**config.mk**
```make
export PLATFORM = sky130hd
export DESIGN_NAME = posicionador_servo
export DESIGN_NICKNAME = d
export VERILOG_FILES = /design/src/rtl/servo_pkg.sv /design/src/rtl/contador_m.sv /design/src/rtl/posicionador_servo.sv
export SDC_FILE = /design/constraint.sdc
export NUM_CORES = 1
export LEC_CHECK = 0
export BUFFER_PORTS_ARGS = -buffer_cell sky130_fd_sc_hd__buf_2
export CAP_MARGIN = 20
export CORE_MARGIN = 2
export CORE_UTILIZATION = 40
export DETAILED_ROUTE_END_ITERATION = 8
export PLACE_DENSITY = 0.56
export SYNTH_ARGS = -nofsm -noshare
export SYNTH_HDL_FRONTEND = slang
export SYNTH_SLANG_ARGS = --single-unit
```
**constraint.sdc**
```tcl
create_clock -name clock -period 8.3 [get_ports clock]
set_input_delay 0 -clock clock [delete_from_list [all_inputs] [get_ports clock]]
set_output_delay 0 -clock clock [all_outputs]
set_load 0.03 [all_outputs]
```
**src/rtl/servo_pkg.sv**
```systemverilog
// Shared servo definitions: position FSM states, angle range and default timing.
package servo_pkg;

  typedef enum logic [0:0] {
    OCIOSO  = 1'b0,
    MOVENDO = 1'b1
  } estado_posicionador_t;

  localparam int ANGULO_MAX  = 180;
  localparam int CLOCK_HZ    = 50_000_000;
  localparam int PERIODO_PWM = 1_000_000;

  // Angles above the mechanical range are pinned to the end stop.
  function automatic logic [7:0] satura_angulo(input logic [7:0] angulo);
    return (angulo > 8'(ANGULO_MAX)) ? 8'(ANGULO_MAX) : angulo;
  endfunction

endpackage

```
**src/rtl/contador_m.sv**
```systemverilog
// Modulo-M counter with async and sync clear; fim flags the terminal count M-1.
module contador_m #(
  parameter int M = 1_000_000,
  parameter int W = (M > 1) ? $clog2(M) : 1
) (
  input  logic clock,
  input  logic zera_as,
  input  logic zera_s,
  input  logic conta,
  output logic fim
);

  logic [W-1:0] valor;

  always_ff @(posedge clock or posedge zera_as) begin
    if (zera_as) begin
      valor <= '0;
    end else if (zera_s) begin
      valor <= '0;
    end else if (conta) begin
      valor <= (valor == W'(M - 1)) ? '0 : valor + 1'b1;
    end
  end

  assign fim = (valor == W'(M - 1));

endmodule

```
**src/rtl/posicionador_servo.sv**
```systemverilog
// Slew-rate-limited servo position front end: angle command -> target width,
// width walked toward the target by at most PASSO ticks per step period.
module posicionador_servo
  import servo_pkg::*;
#(
  parameter int LARGURA_MIN   = 50000,
  parameter int LARGURA_MAX   = 100000,
  parameter int PASSO         = 500,
  parameter int PERIODO_PASSO = 1000000
) (
  input  logic        clock,
  input  logic        reset,
  input  logic        pos_valid,
  output logic        pos_ready,
  input  logic [7:0]  pos_angulo,
  output logic [31:0] largura,
  output logic        movendo,
  output logic        chegou
);

  localparam logic [31:0] PASSO_GRAU     = 32'((LARGURA_MAX - LARGURA_MIN) / ANGULO_MAX);
  localparam logic [31:0] LARGURA_CENTRO = 32'((LARGURA_MIN + LARGURA_MAX) / 2);
  localparam logic [31:0] MIN_L          = 32'(LARGURA_MIN);
  localparam logic [31:0] PASSO_L        = 32'(PASSO);

  localparam logic [0:0] S_OCIOSO  = OCIOSO;
  localparam logic [0:0] S_MOVENDO = MOVENDO;

  logic [0:0]  estado;
  logic [31:0] alvo;
  logic [31:0] alvo_novo;
  logic        aceita;
  logic        tick_passo;

  // One step toward the target, never overshooting it.
  function automatic logic [31:0] passo_saturado(input logic [31:0] atual,
                                                 input logic [31:0] destino);
    logic [31:0] diff;
    if (destino > atual) begin
      diff = destino - atual;
      return atual + ((diff > PASSO_L) ? PASSO_L : diff);
    end else begin
      diff = atual - destino;
      return atual - ((diff > PASSO_L) ? PASSO_L : diff);
    end
  endfunction

  assign pos_ready = (estado == S_OCIOSO);
  assign movendo   = (estado == S_MOVENDO);
  assign aceita    = pos_valid && pos_ready;
  assign alvo_novo = MIN_L + 32'(satura_angulo(pos_angulo)) * PASSO_GRAU;

  contador_m #(
    .M(PERIODO_PASSO)
  ) u_contador_passo (
    .clock  (clock),
    .zera_as(~reset),
    .zera_s (aceita),
    .conta  (movendo),
    .fim    (tick_passo)
  );

  always_ff @(posedge clock or negedge reset) begin
    if (!reset) begin
      estado  <= S_OCIOSO;
      largura <= LARGURA_CENTRO;
      alvo    <= LARGURA_CENTRO;
      chegou  <= 1'b0;
    end else begin
      chegou <= 1'b0;
      if (estado == S_OCIOSO) begin
        if (aceita) begin
          alvo   <= alvo_novo;
          estado <= S_MOVENDO;
        end
      end else begin
        // Arrival wins over a coincident step tick.
        if (largura == alvo) begin
          chegou <= 1'b1;
          estado <= S_OCIOSO;
        end else if (tick_passo) begin
          largura <= passo_saturado(largura, alvo);
        end
      end
    end
  end

endmodule

```
==> reports/results.ini <==
[worst_setup_path]
crit_arrival_ps=7990
cp_max_fo=13
crit_path_end_kind=register
reg2reg_slack_ps=530
rr_worst_depth=29
cpPeakStageDelay_ps=720
path_class=register to register
r2r_start=largura[4]$_DFFE_PN1P_
reg2reg_to=largura[31]$_DFFE_PN0P_
cp_slowest_cell=o31ai_1
start_kind=register
cp.required_ps=8520

[detailed_routing]
vias_per_cell=5.94
antenna_left=0
wl_um=27400
detail_route.first_pass.iterations=5
drt_iter0_markers=638
drc_errors=0
vias=8580
wl_per_cell_um=18.9

[synth]
netlist_instances=1155
syn_avg_cell_area_sq_um=7.79
yosysSeqAreaShare=0.203
synth_seq_cells=72
synth_fp_nets=1281
synth_flop_cell=dfrtp_1
yosysMostFrequentCell=nand2_1
ys_async_sr_fraction=1.00
synth_warnings=0
synth_edf_count=0
yosys-top-cells-count=nand2_1 (125), o21ai_0 (113), ha_1 (104)
synth_top_cell_by_area=dfrtp_1
syn-cell-area_sq_um=8990
yosys-top-cells-area=dfrtp_1 (16%), ha_1 (14%), o21ai_0 (6.3%), nand2_1 (5.2%), dfstp_2 (4.7%)
yosysTopAreaCellShare=0.156
synth_cell_type_count=83

[timing]
max_freq_mhz=129
final_hold_viol_count=0
rsz0062_at_grt=no
period_share=0.936
skew_ps=14.6
period_needed_ps=7770
finalSetupTns_ps=0
setup_violations=0
drv_slew=0
worst_pin_slew_ps=1030
relSlewSlack=0.310

[clocking]
htree_levels=3
cts.sinks=72
root_buffer=clkbuf_16
worstSkewPairLatency_ps=350
cts_tree=built
clockBufferDepth=2
cts.clk_slew.worst_paths_ps=70
cts_buffers=9
cts_setup_buffers=0

[power]
comb_power_share=0.537
pwr-share-seq=0.248
total_power_mw=1.88
power_density_nw_per_um2=195
peakVddDrop_mv=0.108
p_clk_frac=0.215
switching_share=0.449
p_switching_mw=0.845
p_int_mw=1.03
p_leak_nw=4.45

[hold_path]
min_to=alvo[17]$_DFFE_PN0P_
holdPathStages=3
min_path_type=input pin to register
min-delay-start=pos_valid

[grt]
grt_pass1_wl_um=43200
gr-total-overflow=0
gr-usage-all-layers=0.229
grt_max_degree=73
grt_pass1_vias=8015
antenna_found_initial=0

[cells_and_area]
fin_nets=1285
drive_gt1_frac=0.106
diodes=0
area_growth_pct=7.40

[die]
start_util=0.410
rows=54
fp.dieW_um=154
placeableCoreArea_sq_um=22000
pin_count=46
die_area_sq_um=23700
die_h_um=154

[place]
hpwl_um=21200
port_buffers=45
gp_congestion=0.912

[run]
drv_cap=0

[run_status]
status=finished clean

-- cells in the final DEF, fill, tap and decap left out, drive strengths merged, types with 5 or more instances in the layout --
cell type / n
inv: 81
fa: 11
a21o: 32
and3: 18
nand2: 126
o211ai: 7
o21bai: 11
dfstp: 16
nor3: 25
a31oi: 16
o31ai: 33
o21ai: 113
nor2: 76
xor2: 24
a211oi: 7
or3: 11
nor2b: 9
nor4: 12
buf: 53
or4: 7
a21oi: 85
nand4: 16
mux2i: 5
a21boi: 6
ha: 104
nand3: 21
a2111oi: 7
or2: 8
and2: 7
dfrtp: 56
nand2b: 14
clkbuf: 9
o21a: 15
xnor2: 39
-- layout make-up --
type / count / area [sq um]
inverter: 78 / 293
multi-input combinational: 944 / 6600
timing repair buffer: 54 / 298
clock inverter: 7 / 75.1
clock buffer: 9 / 225
tap: 280 / 350
sequential: 72 / 1820
fill: 2241 / 12300
-- worst max-delay path: cells and delay by family (launching register included) --
| kind | cells | cell delay [ps] |
|---|---|---|
| compound gates | 11 | 3320 |
| simple gates | 11 | 2190 |
| fa+ha+maj | 3 | 1010 |
| flops | 1 | 590 |
| buf+inv | 3 | 340 |
| xor+xnor | 1 | 160 |
-- power by group through the flow --
stage	registers [mW]	logic (mW)	clock network, mW
2_1_floorplan	0.443	0.771	0
3_3_place_gp	0.467	0.996	0
3_5_place_dp	0.468	0.987	0
4_1_cts	0.463	0.996	0.417
5_1_grt	0.471	1.12	0.429
6_report	0.466	1.01	0.405
-- timing repair --
| item | in CTS | in global routing |
|---|---|---|
| gates resized for setup | 0 | 0 |
| hold buffers | 1 | 0 |
| hold endpoints to repair | 56 | 0 |
-- how the worst max path moves through the flow --
stage                       startpoint                      end  slack (ps)  cells past startpoint
6_report        largura[4]$_DFFE_PN1P_  largura[31]$_DFFE_PN0P_         530                     29
2_1_floorplan  largura[13]$_DFFE_PN1P_  largura[30]$_DFFE_PN0P_        1710                     26
3_3_place_gp    largura[4]$_DFFE_PN1P_  largura[31]$_DFFE_PN0P_         710                     29
4_1_cts         largura[4]$_DFFE_PN1P_  largura[31]$_DFFE_PN0P_         660                     29
3_5_place_dp    largura[4]$_DFFE_PN1P_  largura[31]$_DFFE_PN0P_         750                     29
5_1_grt        largura[13]$_DFFE_PN1P_  largura[31]$_DFFE_PN0P_          90                     29
-- stage by stage --
step | area [sq um] | utilization | hold slack, ps | setup WS, ps | cells
global route | 9660 | 0.440 | 92.1 | 86.2 | 1444
detailed placement | 9350 | 0.426 | 215 | 746 | 1427
CTS | 9660 | 0.440 | 76.5 | 662 | 1444
global placement | 9350 | 0.426 | 204 | 708 | 1427
floorplan | 8990 | - | -296 | 1710 | 1155
finish | 9660 | 0.440 | 80.9 | 534 | 1444
-- cell families after synthesis --
logic type | Yosys count | share of synthesized area
AOI/OAI and AO/OA | 388 | 0.283
and+or+nand+nor | 369 | 0.208
buffers and inverters | 139 | 0.0651
adders and majority gates | 115 | 0.169
DFF | 72 | 0.203
xor gates and xnor gates | 63 | 0.0613
muxes | 9 | 0.0106
-- registers in the layout (all words and copies together), names as in the netlist --
register,flops
u_contador_passo.valor,20
alvo,18
movendo,1
largura,32
chegou,1
-- metal layers --
| metal | vias to the layer above | part of all wire | global-route usage |
|---|---|---|---|
| met5 | - | 0 | 0 |
| met4 | 0 | 0.022 | 0.0752 |
| met3 | 36 | 0.052 | 0.0279 |
| met2 | 247 | 0.46 | 0.367 |
| met1 | 4081 | 0.47 | 0.320 |
| li1 | 4216 | - | - |
Power figures use the tool's default switching activity.
